### config.mk
export PLATFORM = sky130hd
export DESIGN_NAME = module_branch_predictor
export DESIGN_NICKNAME = d
export VERILOG_FILES = /design/src/rtl/bp_pkg.sv /design/src/rtl/module_bp_table.sv /design/src/rtl/module_branch_predictor.sv
export SDC_FILE = /design/constraint.sdc
export NUM_CORES = 1
export LEC_CHECK = 0
export BUFFER_PORTS_ARGS = -buffer_cell sky130_fd_sc_hd__buf_2
export CAP_MARGIN = 10
export CORE_MARGIN = 1
export CORE_UTILIZATION = 48
export CTS_CLUSTER_DIAMETER = 150
export DETAILED_ROUTE_END_ITERATION = 10
export MAX_ROUTING_LAYER = met4
export PLACE_DENSITY = 0.63
export SYNTH_ARGS = -nofsm -noshare
export SYNTH_HDL_FRONTEND = slang
export SYNTH_SLANG_ARGS = --single-unit
### constraint.sdc
create_clock -name clk -period 7.4 [get_ports clk]
set_input_delay 0.37 -clock clk [delete_from_list [all_inputs] [get_ports clk]]
set_output_delay 0.37 -clock clk [all_outputs]
set_load 0.1 [all_outputs]
### src/rtl/bp_pkg.sv
// Shared types and helpers for the branch predictor: next-PC select encoding,
// 2-bit saturating counter states and the counter update function.
package bp_pkg;

  typedef enum logic [1:0] {
    PC_SEL_PLUS4    = 2'b00,
    PC_SEL_PRED     = 2'b01,
    PC_SEL_EX_TGT   = 2'b10,
    PC_SEL_EX_PLUS4 = 2'b11
  } pc_sel_e;

  typedef enum logic [1:0] {
    STRONG_NT = 2'b00,
    WEAK_NT   = 2'b01,
    WEAK_T    = 2'b10,
    STRONG_T  = 2'b11
  } cnt2_e;

  localparam cnt2_e CNT_RESET = WEAK_NT;
  localparam cnt2_e CNT_ALLOC = WEAK_T;

  function automatic cnt2_e sat_cnt_next(input cnt2_e cnt, input logic taken);
    cnt2_e nxt;
    nxt = cnt;
    if (taken && (cnt != STRONG_T)) begin
      nxt = cnt2_e'(cnt + 2'd1);
    end else if (!taken && (cnt != STRONG_NT)) begin
      nxt = cnt2_e'(cnt - 2'd1);
    end
    return nxt;
  endfunction

endpackage

### src/rtl/module_bp_table.sv
// Direct-mapped BTB storage: two combinational read ports (fetch and EX) and
// one write port. Reset clears valid bits and parks counters at weak-not-taken.
module module_bp_table
  import bp_pkg::*;
#(
  parameter int unsigned ENTRIES = 16,
  parameter int unsigned XLEN    = 32
) (
  input  logic                       clk,
  input  logic                       rst,
  input  logic [$clog2(ENTRIES)-1:0] rd_idx_a,
  output logic                       rd_valid_a,
  output logic [XLEN-$clog2(ENTRIES)-3:0] rd_tag_a,
  output logic [XLEN-1:0]            rd_target_a,
  output cnt2_e                      rd_cnt_a,
  input  logic [$clog2(ENTRIES)-1:0] rd_idx_b,
  output logic                       rd_valid_b,
  output logic [XLEN-$clog2(ENTRIES)-3:0] rd_tag_b,
  output logic [XLEN-1:0]            rd_target_b,
  output cnt2_e                      rd_cnt_b,
  input  logic                       wr_en,
  input  logic [$clog2(ENTRIES)-1:0] wr_idx,
  input  logic [XLEN-$clog2(ENTRIES)-3:0] wr_tag,
  input  logic [XLEN-1:0]            wr_target,
  input  cnt2_e                      wr_cnt
);

  localparam int unsigned INDEX_W = $clog2(ENTRIES);
  localparam int unsigned TAG_W   = XLEN - INDEX_W - 2;

  logic              valid_q  [ENTRIES];
  logic [TAG_W-1:0]  tag_q    [ENTRIES];
  logic [XLEN-1:0]   target_q [ENTRIES];
  cnt2_e             cnt_q    [ENTRIES];

  // Tags and targets need no reset: they are qualified by the valid bit.
  always_ff @(posedge clk) begin
    if (rst) begin
      for (int i = 0; i < int'(ENTRIES); i++) begin
        valid_q[i] <= 1'b0;
        cnt_q[i]   <= CNT_RESET;
      end
    end else if (wr_en) begin
      valid_q[wr_idx]  <= 1'b1;
      tag_q[wr_idx]    <= wr_tag;
      target_q[wr_idx] <= wr_target;
      cnt_q[wr_idx]    <= wr_cnt;
    end
  end

  assign rd_valid_a  = valid_q[rd_idx_a];
  assign rd_tag_a    = tag_q[rd_idx_a];
  assign rd_target_a = target_q[rd_idx_a];
  assign rd_cnt_a    = cnt_q[rd_idx_a];

  assign rd_valid_b  = valid_q[rd_idx_b];
  assign rd_tag_b    = tag_q[rd_idx_b];
  assign rd_target_b = target_q[rd_idx_b];
  assign rd_cnt_b    = cnt_q[rd_idx_b];

endmodule

### src/rtl/module_branch_predictor.sv
// BTB + 2-bit counter branch predictor driving the next-PC 4:1 select.
// Optional perf counters are built when BP_PERF_CNT_EN is defined.
module module_branch_predictor
  import bp_pkg::*;
#(
  parameter int unsigned ENTRIES = 16,
  parameter int unsigned XLEN    = 32
) (
  input  logic            clk,
  input  logic            rst,
  input  logic            stall_i,
  input  logic [XLEN-1:0] pc_if_i,
  output logic            pred_taken_o,
  output logic [XLEN-1:0] pred_target_o,
  input  logic            ex_valid_i,
  input  logic            ex_is_branch_i,
  input  logic [XLEN-1:0] ex_pc_i,
  input  logic            ex_taken_i,
  input  logic [XLEN-1:0] ex_target_i,
  input  logic            ex_pred_taken_i,
  input  logic [XLEN-1:0] ex_pred_target_i,
  output logic            mispredict_o,
  output logic [1:0]      pc_sel_o,
  output logic [31:0]     branch_cnt_o,
  output logic [31:0]     mispred_cnt_o
);

  localparam int unsigned INDEX_W = $clog2(ENTRIES);
  localparam int unsigned TAG_W   = XLEN - INDEX_W - 2;

  logic [INDEX_W-1:0] if_idx, ex_idx;
  logic [TAG_W-1:0]   if_tag, ex_tag;
  logic               if_valid, ex_valid;
  logic [TAG_W-1:0]   if_rd_tag, ex_rd_tag;
  logic [XLEN-1:0]    if_target, ex_old_target;
  cnt2_e              if_cnt, ex_cnt;

  logic               if_hit, ex_hit;
  logic               upd, mismatch, mispredict;
  logic               wr_en;
  logic [XLEN-1:0]    wr_target;
  cnt2_e              wr_cnt;
  pc_sel_e            pc_sel;

  assign if_idx = pc_if_i[INDEX_W+1:2];
  assign if_tag = pc_if_i[XLEN-1:INDEX_W+2];
  assign ex_idx = ex_pc_i[INDEX_W+1:2];
  assign ex_tag = ex_pc_i[XLEN-1:INDEX_W+2];

  module_bp_table #(
    .ENTRIES (ENTRIES),
    .XLEN    (XLEN)
  ) u_table (
    .clk         (clk),
    .rst         (rst),
    .rd_idx_a    (if_idx),
    .rd_valid_a  (if_valid),
    .rd_tag_a    (if_rd_tag),
    .rd_target_a (if_target),
    .rd_cnt_a    (if_cnt),
    .rd_idx_b    (ex_idx),
    .rd_valid_b  (ex_valid),
    .rd_tag_b    (ex_rd_tag),
    .rd_target_b (ex_old_target),
    .rd_cnt_b    (ex_cnt),
    .wr_en       (wr_en),
    .wr_idx      (ex_idx),
    .wr_tag      (ex_tag),
    .wr_target   (wr_target),
    .wr_cnt      (wr_cnt)
  );

  // Fetch-side lookup; reset forces a sequential (pc+4) prediction.
  assign if_hit        = ~rst & if_valid & (if_rd_tag == if_tag);
  assign pred_taken_o  = if_hit & if_cnt[1];
  assign pred_target_o = if_hit ? if_target : (pc_if_i + XLEN'(4));

  assign ex_hit   = ex_valid & (ex_rd_tag == ex_tag);
  assign upd      = ex_valid_i & ex_is_branch_i & ~stall_i & ~rst;
  assign mismatch = (ex_taken_i != ex_pred_taken_i) |
                    (ex_taken_i & ex_pred_taken_i & (ex_target_i != ex_pred_target_i));
  assign mispredict   = upd & mismatch;
  assign mispredict_o = mispredict;

  // A not-taken miss allocates nothing; a not-taken hit keeps its old target.
  always_comb begin
    wr_en     = 1'b0;
    wr_target = ex_target_i;
    wr_cnt    = CNT_ALLOC;
    if (upd) begin
      if (ex_hit) begin
        wr_en     = 1'b1;
        wr_cnt    = sat_cnt_next(ex_cnt, ex_taken_i);
        wr_target = ex_taken_i ? ex_target_i : ex_old_target;
      end else if (ex_taken_i) begin
        wr_en = 1'b1;
      end
    end
  end

  always_comb begin
    pc_sel = PC_SEL_PLUS4;
    if (mispredict) begin
      pc_sel = ex_taken_i ? PC_SEL_EX_TGT : PC_SEL_EX_PLUS4;
    end else if (pred_taken_o) begin
      pc_sel = PC_SEL_PRED;
    end
  end

  assign pc_sel_o = pc_sel;

`ifdef BP_PERF_CNT_EN
  logic [31:0] branch_cnt_q, mispred_cnt_q;

  always_ff @(posedge clk) begin
    if (rst) begin
      branch_cnt_q  <= '0;
      mispred_cnt_q <= '0;
    end else begin
      if (upd)        branch_cnt_q  <= branch_cnt_q + 32'd1;
      if (mispredict) mispred_cnt_q <= mispred_cnt_q + 32'd1;
    end
  end

  assign branch_cnt_o  = branch_cnt_q;
  assign mispred_cnt_o = mispred_cnt_q;
`else
  assign branch_cnt_o  = '0;
  assign mispred_cnt_o = '0;
`endif

endmodule

==> results.py <==
metrics = {
    "setup_path": {
        "path_class": "input pin to primary output",
        "cp_data_required_time_ns": 7.03,
        "worstPathArrival_ns": 5.08,
        "cp-start-kind": "input pin",
        "critPathCaptureType": "primary output",
        "cp_max_fo": 72,
    },
    "power": {
        "total_power_mw": 12.2,
        "power.internal_mw": 9.23,
        "clockPowerShare_pct": 40.5,
        "swShare_pct": 24.1,
        "ir_worst_vdd_v": 0.000200,
        "p_sw_mw": 2.93,
        "pwr-share-comb_pct": 9.4,
        "leakagePower_nw": 16.3,
        "powerDensity_nw_per_um2": 244,
        "seq_power_share_pct": 50.1,
    },
    "sta": {
        "slew_viol_final": 0,
        "setup_tns_ns": 0,
        "tightest_slew_ns": 1.18,
        "fin_skew_ns": 0.0554,
        "finalSetupViolations": 0,
        "fin_crit_ns": 5.45,
        "hold_viol": 0,
        "relSlewSlack_pct": 21.3,
        "fin_ws_ns": 1.95,
        "grt_setup_unrepaired": "no",
        "hold_slack_ns": 0.0747,
        "timing.fmax_ghz": 0.184,
        "final.period_utilization_pct": 73.6,
    },
    "synthesis": {
        "synth-edff-count": 960,
        "yosysWarnings": 0,
        "synthesis.instances": 2345,
        "synthTopCellsByArea": "edfxtp_1, mux4_2, mux2i_1, xnor2_1, buf_4",
        "mappedNetlistArea_um2": 44600,
        "synth_top_cell_area_share_pct": 64.6,
        "synth_area_leader_cell": "edfxtp_1",
        "synth_area_per_cell_um2": 19.0,
        "synth_seq_area_share_pct": 65.3,
        "ys_types": 82,
        "synthArstFlopShare_pct": 0,
        "synth_ff_type": "edfxtp_1",
        "synth-seq-cells": 976,
    },
    "placed_design": {
        "routabilityCongestion": 0.941,
        "place_ws_ns": 1.56,
        "place_inst": 3671,
        "placed_cell_area_um2": 46700,
        "port_buffers": 168,
        "hpwl_um": 78800,
    },
    "floorplan": {
        "rows": 111,
        "start_util_pct": 48.6,
        "die-area_um2": 94200,
        "core_um2": 91900,
        "die_w_um": 307,
        "io-pin-count": 235,
        "die_h_um": 307,
    },
    "global_routing": {
        "antenna_found_initial": 12,
        "grt_pass1_wl_um": 182000,
        "grt_use_total_pct": 28.3,
        "met2_usage_pct": 44.8,
        "grt_util_met1_pct": 37.4,
        "grtUsageMet3_pct": 5.81,
        "grt_pass1_vias": 24800,
        "top_usage_layer": "met2",
        "gr-total-overflow": 0,
        "grt_max_degree": 131,
    },
    "routing": {
        "routed_via_density": 6.38,
        "postRouteAntennaNets": 0,
        "drtIter0Drc": 3092,
        "route.detailed.drc": 0,
        "drt_wl_total_um": 129000,
        "avgRoutedWirePerCell_um": 33.4,
        "dr_total_vias": 24600,
        "firstDrtPassIters": 6,
    },
    "final_layout": {
        "mostFrequentLayoutCells": "edfxtp_1, mux4_2, buf_2, mux2i_1, xnor2_1",
        "area_delta_synth_final_pct": 11.9,
        "regArea_um2": 29100,
        "multi_input_comb_area_um2": 14500,
        "nNetsFinal": 2669,
        "fin_cells": 3863,
        "fin_area_um2": 49900,
        "fin_util_pct": 54.3,
        "final_layout_size_suffix_gt1_share_pct": 31.2,
        "layout_commonest_cell": "edfxtp_1",
        "nFillCells": 7192,
    },
    "clock_network": {
        "path_clk_slew_ns": 0.06,
        "numCtsBuffers": 100,
        "clk_latency_ns": 0.69,
        "htreeDepth": 3,
        "cts_setup_buffers": 0,
        "postCtsResizedCells": 0,
        "cts_tree": "built",
        "clock_sinks": 976,
        "cts_root_buffer": "clkbuf_16",
        "cts_hold_buf": 0,
        "clockBufferDepth": 3,
    },
    "hold_path": {
        "hp-class": "input pin to register",
    },
    "run": {
        "maxCapViolCount": 0,
    },
    "status": {
        "outcome": "complete, no violations",
    },
}
[area by class of cell]
class,count,area share (%)
Sequential cell,976,58.4
Multi-Input combinational cell,1190,29.1
Clock inverter,63,1.21
Antenna cell,7,0.0351
Clock buffer,122,5.18
Timing Repair Buffer,230,2.79
Inverter,32,0.243
Tap cell,1243,3.11
[synthesized netlist by cell type, types with 13 or more instances]
cell type / count
a21o_1: 18
a21oi_1: 48
a21oi_2: 13
a221oi_1: 13
a22oi_1: 13
buf_2: 39
buf_4: 84
buf_6: 27
clkbuf_1: 50
dfxtp_1: 16
edfxtp_1: 960
inv_1: 30
mux2_1: 29
mux2_2: 31
mux2i_1: 138
mux4_2: 353
nand2_1: 45
nand3_1: 19
nand4_1: 18
nor2_1: 45
nor2b_1: 17
nor3_1: 14
o21ai_0: 13
o21bai_1: 16
o22ai_1: 21
xnor2_1: 102
xor2_1: 18
[critical path, cell delays in order]
cell	delay [ns]
buf_8	0.52
buf_4	0.41
and2_0	0.75
a221oi_1	0.33
xnor2_1	0.39
o2111ai_1	0.20
nor4_2	0.33
and4_2	0.29
buf_4	0.51
mux2_1	0.35
buf_2	0.46
[kinds of logic (layout without fill, tap and decap cells)]
| group | Yosys count | count (layout) | synth area share, % |
|---|---|---|---|
| AO/OA/AOI/OAI | 231 | 231 | 3.76 |
| XOR/XNOR | 120 | 120 | 2.35 |
| adder cells (fa/ha/maj) | 4 | 4 | 0.112 |
| buffers and inverters | 242 | 447 | 3.38 |
| flip-flops | 976 | 976 | 65.3 |
| multiplexers | 551 | 551 | 22.4 |
| other | 1 | 71 | 0.00840 |
| AND/OR/NAND/NOR | 220 | 220 | 2.68 |
[final timing paths]
check,cells past startpoint,endpoint,startpoint,slack (ns)
worst max-delay path,11,pred_target_o[22],pc_if_i[3],1.95
worst min register to register,1,u_table.valid_q[8],u_table.valid_q[8],0.47
worst min-delay path,1,u_table.target_q[15][23],ex_target_i[23],0.07
worst max register to register,9,u_table.tag_q[7][8],u_table.tag_q[10][7],2.61
[power by group through the flow]
stage	clock network (mW)	logic (mW)	registers, mW
after CTS	4.97	1.14	6.10
after global placement	0	1.13	6.21
after detailed placement	0	1.14	6.21
after global routing	5.18	1.19	6.10
after floorplan	0	0.807	6.21
final	4.93	1.15	6.10
[flip-flops by register name, indices dropped and copies added (netlist names)]
register          count
u_table.tag_q       416
u_table.cnt_q        32
u_table.valid_q      16
u_table.target_q    512
[routing by layer]
metal / vias up / wire length [um] / part of all wire [%]
met2: 1283 / 63100 / 49
met1: 13100 / 51100 / 40
met4: 0 / 3620 / 2.8
met3: 219 / 11300 / 8.8
li1: 10000 / - / -
met5: - / 0 / 0
No activity file was read; power rests on OpenSTA's default activity.
